File: src/rtl/chip_intf_pkg.sv
// Shared definitions for the chip interface receive path: channel codes, network count, flit width.
// Combinational helpers only, no latency; carries no flow control of its own.
package chip_intf_pkg;

   localparam int NUM_NOC     = 3;
   localparam int FLIT_W      = 32;
   localparam int FLIT_CNT_W  = 32;
   localparam int DROP_CNT_W  = 16;

   typedef enum logic [1:0] {
      CH_IDLE = 2'd0,
      CH_NOC1 = 2'd1,
      CH_NOC2 = 2'd2,
      CH_NOC3 = 2'd3
   } chan_e;

   function automatic logic [NUM_NOC-1:0] chan_onehot(input chan_e ch);
      logic [NUM_NOC-1:0] oh;
      oh = '0;
      case (ch)
         CH_NOC1: oh = 3'b001;
         CH_NOC2: oh = 3'b010;
         CH_NOC3: oh = 3'b100;
         default: oh = '0;
      endcase
      return oh;
   endfunction

endpackage

File: src/rtl/chip_intf_rx_fifo.sv
// Single-clock circular FIFO; head readable combinationally, write visible the cycle after push.
// A push while full only lands if a pop happens in the same cycle; otherwise the caller sees the drop.
module chip_intf_rx_fifo #(
   parameter int DEPTH = 8,
   parameter int WIDTH = 32
) (
   input  logic             io_clk,
   input  logic             rst,
   input  logic             push_vld,
   input  logic [WIDTH-1:0] push_dat,
   input  logic             pop_vld,
   output logic [WIDTH-1:0] head_dat,
   output logic             full,
   output logic             empty
);

   localparam int AW = $clog2(DEPTH);

   // Extra pointer MSB tells a wrapped (full) buffer apart from an empty one.
   logic [AW:0]      wr_ptr;
   logic [AW:0]      rd_ptr;
   logic [WIDTH-1:0] mem [DEPTH];
   logic             do_push;
   logic             do_pop;

   assign empty    = (wr_ptr == rd_ptr);
   assign full     = (wr_ptr[AW] != rd_ptr[AW]) && (wr_ptr[AW-1:0] == rd_ptr[AW-1:0]);
   assign do_pop   = pop_vld & ~empty;
   assign do_push  = push_vld & (~full | do_pop);
   assign head_dat = mem[rd_ptr[AW-1:0]];

   always_ff @(posedge io_clk or posedge rst) begin
      if (rst) begin
         wr_ptr <= '0;
         rd_ptr <= '0;
         for (int i = 0; i < DEPTH; i++) mem[i] <= '0;
      end else begin
         if (do_push) begin
            mem[wr_ptr[AW-1:0]] <= push_dat;
            wr_ptr              <= wr_ptr + 1'b1;
         end
         if (do_pop) rd_ptr <= rd_ptr + 1'b1;
      end
   end

endmodule

File: src/rtl/chip_intf_rx_demux.sv
// Demuxes registered chip flits into three NoC buffers and returns one credit per pop; 2 cycles pin to valid.
// noc_ready holds the head stable; overflow only on chip credit violation. Stats under CHIP_INTF_RX_STATS_EN.
module chip_intf_rx_demux
   import chip_intf_pkg::*;
#(
   parameter int FIFO_DEPTH = 8,
   parameter int DATA_W     = FLIT_W
) (
   input  logic                      io_clk,
   input  logic                      rst,
   input  logic [DATA_W-1:0]         chip_intf_data,
   input  logic [1:0]                chip_intf_channel,
   output logic [NUM_NOC-1:0]        chip_intf_credit_back,
   output logic [NUM_NOC-1:0]        noc_valid,
   input  logic [NUM_NOC-1:0]        noc_ready,
   output logic [NUM_NOC*DATA_W-1:0] noc_data,
   output logic [NUM_NOC-1:0]        overflow_err
`ifdef CHIP_INTF_RX_STATS_EN
   ,
   output logic [NUM_NOC*FLIT_CNT_W-1:0] flit_cnt,
   output logic [NUM_NOC*DROP_CNT_W-1:0] drop_cnt
`endif
);

   logic [DATA_W-1:0]  in_dat;
   chan_e              in_ch;
   logic [NUM_NOC-1:0] push_vld;
   logic [NUM_NOC-1:0] pop_vld;
   logic [NUM_NOC-1:0] full;
   logic [NUM_NOC-1:0] empty;
   logic [NUM_NOC-1:0] drop;

   // Pins are captured unconditionally; the channel code alone qualifies the flit.
   always_ff @(posedge io_clk or posedge rst) begin
      if (rst) begin
         in_dat <= '0;
         in_ch  <= CH_IDLE;
      end else begin
         in_dat <= chip_intf_data;
         in_ch  <= chan_e'(chip_intf_channel);
      end
   end

   assign push_vld  = chan_onehot(in_ch);
   assign noc_valid = ~empty;
   assign pop_vld   = noc_valid & noc_ready;
   assign drop      = push_vld & full & ~pop_vld;

   for (genvar k = 0; k < NUM_NOC; k++) begin : g_noc
      chip_intf_rx_fifo #(
         .DEPTH (FIFO_DEPTH),
         .WIDTH (DATA_W)
      ) u_fifo (
         .io_clk   (io_clk),
         .rst      (rst),
         .push_vld (push_vld[k]),
         .push_dat (in_dat),
         .pop_vld  (pop_vld[k]),
         .head_dat (noc_data[k*DATA_W +: DATA_W]),
         .full     (full[k]),
         .empty    (empty[k])
      );
   end

   always_ff @(posedge io_clk or posedge rst) begin
      if (rst) begin
         chip_intf_credit_back <= '0;
         overflow_err          <= '0;
      end else begin
         chip_intf_credit_back <= pop_vld;
         overflow_err          <= overflow_err | drop;
      end
   end

`ifdef CHIP_INTF_RX_STATS_EN
   always_ff @(posedge io_clk or posedge rst) begin
      if (rst) begin
         flit_cnt <= '0;
         drop_cnt <= '0;
      end else begin
         for (int k = 0; k < NUM_NOC; k++) begin
            if (push_vld[k] && !drop[k])
               flit_cnt[k*FLIT_CNT_W +: FLIT_CNT_W] <= flit_cnt[k*FLIT_CNT_W +: FLIT_CNT_W] + 1'b1;
            if (drop[k] && (drop_cnt[k*DROP_CNT_W +: DROP_CNT_W] != '1))
               drop_cnt[k*DROP_CNT_W +: DROP_CNT_W] <= drop_cnt[k*DROP_CNT_W +: DROP_CNT_W] + 1'b1;
         end
      end
   end
`endif

endmodule

File: config.mk
export PLATFORM = sky130hd
export DESIGN_NAME = chip_intf_rx_demux
export DESIGN_NICKNAME = d
export VERILOG_FILES = /design/src/rtl/chip_intf_pkg.sv /design/src/rtl/chip_intf_rx_fifo.sv /design/src/rtl/chip_intf_rx_demux.sv
export SDC_FILE = /design/constraint.sdc
export NUM_CORES = 1
export LEC_CHECK = 0
export CORE_ASPECT_RATIO = 1.5
export CORE_MARGIN = 2
export CORE_UTILIZATION = 45
export CTS_CLUSTER_SIZE = 12
export DETAILED_ROUTE_END_ITERATION = 8
export PLACE_DENSITY = 0.64
export SYNTH_ARGS = -nofsm -noshare
export SYNTH_HDL_FRONTEND = slang
export SYNTH_SLANG_ARGS = --single-unit
File: constraint.sdc
create_clock -name io_clk -period 33.9 [get_ports io_clk]
set_input_delay 6.78 -clock io_clk [delete_from_list [all_inputs] [get_ports io_clk]]
set_output_delay 6.78 -clock io_clk [all_outputs]
set_load 0.02 [all_outputs]
==> flow_metrics.env <==
export IMPL_finalSetupTns_ns=0
export IMPL_cts_hold_buffers_added=0
export IMPL_dominant_register_cell_in_the_synthesized_netlist="sky130_fd_sc_hd__dfrtp_1"
export IMPL_grt_pass1_vias=22081
export IMPL_final_design_area_no_fill_um2=41700
export IMPL_synth_warning_count=0
export IMPL_fin_worst_skew_ns=0.0192
export IMPL_worst_hold_class="reg -> reg"
export IMPL_grt_overflow_total=0
export IMPL_design_core_area_um2=81400
export IMPL_timing_worst_slew_pin_value_ns=1.17
export IMPL_crit_required_ns=27.12
export IMPL_grt_first_pass_wirelength_um=132000
export IMPL_postCtsSetupBuffers=0
export IMPL_route_antenna_remaining_nets=0
export IMPL_tritoncts="built"
export IMPL_criticalPathCategory="reg -> out"
export IMPL_largest_cells_by_area_after_synthesis="sky130_fd_sc_hd__dfrtp_1 (56%), sky130_fd_sc_hd__mux2_2 (24%), sky130_fd_sc_hd__mux4_2 (12%)"
export IMPL_number_of_instances_in_the_synthesized_netlist=2240
export IMPL_final_min_clock_period_ns=10.57
export IMPL_cts_root_buf="sky130_fd_sc_hd__clkbuf_16"
export IMPL_post_place_cells=3258
export IMPL_dieHeight_um=355
export IMPL_synth_cell_area_um2=37000
export IMPL_design_power_total_mw=4.48
export IMPL_whs_ns=0.476
export IMPL_gr_usage_all_layers_pct=20.5
export IMPL_synth_largest_type_area_fraction_pct=56.2
export IMPL_library_cells_used_by_synthesis=39
export IMPL_cp_slowest_stage_delay_ns=0.80
export IMPL_initial_core_util_pct=45.5
export IMPL_grt_met3_usage_pct=2.68
export IMPL_relSlewSlack_pct=22.2
export IMPL_finish_utilization_pct=51.2
export IMPL_synth_area_per_cell_um2=16.5
export IMPL_antenna_found_initial=0
export IMPL_timing_critical_path_buf_inv=2
export IMPL_drive_gt1_share_pct=49.4
export IMPL_cp_end_kind="output pin"
export IMPL_outcome="finished clean"
export IMPL_dp_hpwl_um=51000
export IMPL_worstPathMaxFanout=43
export IMPL_cts_buffer_depth=3
export IMPL_cp_cell_sequence="buf_4 -> xnor2_1 -> and3_1 -> nand2_1 -> clkdlybuf4s50_1"
export IMPL_ioPinCount=144
export IMPL_synthesis_nets=2285
export IMPL_post_route_worst_setup_slack_ns=23.33
export IMPL_cell_type_group_with_the_largest_total_delay_on_the_critical_path="buffers and inverters"
export IMPL_setup_worst_path_start_class="flop"
export IMPL_route_detailed_drc=0
export IMPL_rows=128
export IMPL_h_tree_depth=3
export IMPL_drtPass1Iterations=4
export IMPL_area_delta_synth_final_pct=12.6
export IMPL_rsz0062_at_grt="no"
export IMPL_final_net_count=2347
export IMPL_fp_dieW_um=238
export IMPL_postPlaceCellArea_um2=39300
export IMPL_yosys_cell_count_top_type="sky130_fd_sc_hd__dfrtp_1"
export IMPL_routed_length_per_placed_instance_um=25.1
export IMPL_route_vias_total=19477
export IMPL_cts_repair_resize_count=0
export IMPL_clkTransAtPathRegs_ns=0.06
export IMPL_worst_vdd_ir_mv=0.0902
export IMPL_power_static_leakage_nw=17.6
export IMPL_count_of_flip_flops_with_a_built_in_enable_after_synthesis=0
export IMPL_yosys_area_top_type="sky130_fd_sc_hd__dfrtp_1"
export IMPL_number_of_storage_elements_in_the_synthesis_netlist=832
export IMPL_clock_insertion_delay_worst_skew_ns=0.63
export IMPL_place_ws_ns=23.42
export IMPL_num_antenna_cells=0
export IMPL_grt_util_met1_pct=25.9
export IMPL_arrival_worst_endpoint_ns=3.79
export IMPL_finalWeightedCongestion=0.727
export IMPL_met2_usage_pct=36.3
export IMPL_worst_path_max_delay_cell="sky130_fd_sc_hd__buf_4"
export IMPL_die_area_um2=84600
export IMPL_grt_start_max_net_pins=203
export IMPL_drt_vias_per_instance=5.77
export IMPL_number_of_violations_reported_at_the_end_of_detailed_routing_iteration_0=978
export IMPL_tritoncts_num_buffers=82
export IMPL_detail_route_wirelength_um=84800
export IMPL_total_count_of_hold_check_failures_in_the_final_report=0
export IMPL_fmax_mhz=94.6
export IMPL_setup_violations=0
export IMPL_ys_top_cells_by_count="sky130_fd_sc_hd__dfrtp_1 (832), sky130_fd_sc_hd__mux2_2 (779), sky130_fd_sc_hd__mux4_2 (192), sky130_fd_sc_hd__clkbuf_1 (97), sky130_fd_sc_hd__mux2_1 (91)"
export IMPL_pwr_density_cell_nw_per_um2=108
export IMPL_asyncSetResetFlopFracSynth_pct=100
export IMPL_io_buffers=143
export IMPL_final_cells=3373
export IMPL_finalMaxSlewViolations=0
export IMPL_drv_max_cap_violation_count=0
export IMPL_synth_yosys_seq_area_share_pct=56.2
export IMPL_finalCritPeriodShare_pct=31.2
export IMPL_clock_sinks=832
export IMPL_global_route_peak_usage_layer="met2"
report_power, final:
| part | switching, mW | internal [mW] |
|---|---|---|
| combinational | 0.789 | 1.09 |
| sequential | 0.307 | 1.46 |
| clock | 0.360 | 0.474 |
sequential cells by signal, indices dropped and copies added (netlist names):
signal	count
g_noc.u_fifo.rd_ptr	12
g_noc.u_fifo.wr_ptr	12
in_dat	32
overflow_err	3
in_ch	2
chip_intf_credit_back	3
g_noc.u_fifo.mem	768
per-layer routing:
metal	share of wire, %	up-vias
met5	0	-
met4	2.9	0
met3	3.1	120
met2	52	312
met1	42	10669
li1	-	8376
worst register-to-register path, cell delays in order, from the launching register on:
cell and delay, ns:
sky130_fd_sc_hd__dfrtp_4 0.78, sky130_fd_sc_hd__buf_4 0.80, sky130_fd_sc_hd__xnor2_1 0.24, sky130_fd_sc_hd__nand3_1 0.46, sky130_fd_sc_hd__o21ai_4 0.83, sky130_fd_sc_hd__buf_4 0.45, sky130_fd_sc_hd__mux2_2 0.39
final cells by class:
cell class | count | area [um^2]
multi-input cells | 1195 | 15400
fillers | 6651 | 39700
well taps | 1040 | 1300
inverters | 7 | 33.8
flip-flops and latches | 832 | 20800
repair buffers | 184 | 1760
clock inverters | 6 | 36.3
clock buffers | 109 | 2330
worst paths after layout:
path                                            from                        to  slack (ns)  cells past startpoint
setup / recovery           g_noc[2].u_fifo.rd_ptr[0]              noc_valid[2]       23.33                      5
hold / removal                       overflow_err[0]           overflow_err[0]        0.48                      1
setup reg to reg           g_noc[2].u_fifo.rd_ptr[0]   g_noc[2].u_fifo.mem[83]       29.82                      6
hold reg to reg                      overflow_err[0]           overflow_err[0]        0.48                      1
max in group asynchronous                        rst  g_noc[2].u_fifo.mem[255]       24.19                      5
min in group asynchronous                        rst  g_noc[1].u_fifo.mem[217]        6.75                      2
cell families (layout without fill, tap and decap cells):
family | after synthesis | in the layout | synth area share, %
AOI/OAI and AO/OA | 42 | 42 | 0.960
xor gates and xnor gates | 30 | 30 | 0.710
adders and majority gates | 6 | 6 | 0.203
buffers and inverters | 213 | 306 | 2.86
DFF | 832 | 832 | 56.2
muxes | 1062 | 1062 | 38.1
and+or+nand+nor | 55 | 55 | 0.916
layout by cell type (no fill, tap or decap), drive strengths merged:
| cell type | synthesis | routed |
|---|---|---|
| nand4 | 7 | 7 |
| mux2 | 870 | 870 |
| and3 | 3 | 3 |
| buf | 108 | 41 |
| a211o | 3 | 3 |
| nand2 | 7 | 7 |
| clkbuf | 98 | 109 |
| and4b | 2 | 2 |
| a2111oi | 3 | 3 |
| clkinv | 0 | 4 |
| a21oi | 12 | 12 |
| xnor2 | 24 | 24 |
| mux4 | 192 | 192 |
| clkinvlp | 0 | 1 |
| or4b | 3 | 3 |
| and2 | 1 | 1 |
| nor4 | 3 | 3 |
| o21ai | 12 | 12 |
| nor3 | 6 | 6 |
| nand2b | 5 | 5 |
| nand4b | 3 | 3 |
| nand3 | 3 | 3 |
| inv | 7 | 8 |
| ha | 6 | 6 |
| nor2 | 7 | 7 |
| clkdlybuf4s50 | 0 | 143 |
| a31o | 3 | 3 |
| nor2b | 2 | 2 |
| dfrtp | 832 | 832 |
| xor2 | 6 | 6 |
| nor4b | 3 | 3 |
| o211ai | 6 | 6 |
| o2111ai | 3 | 3 |
(Power assumes the default switching activity.)
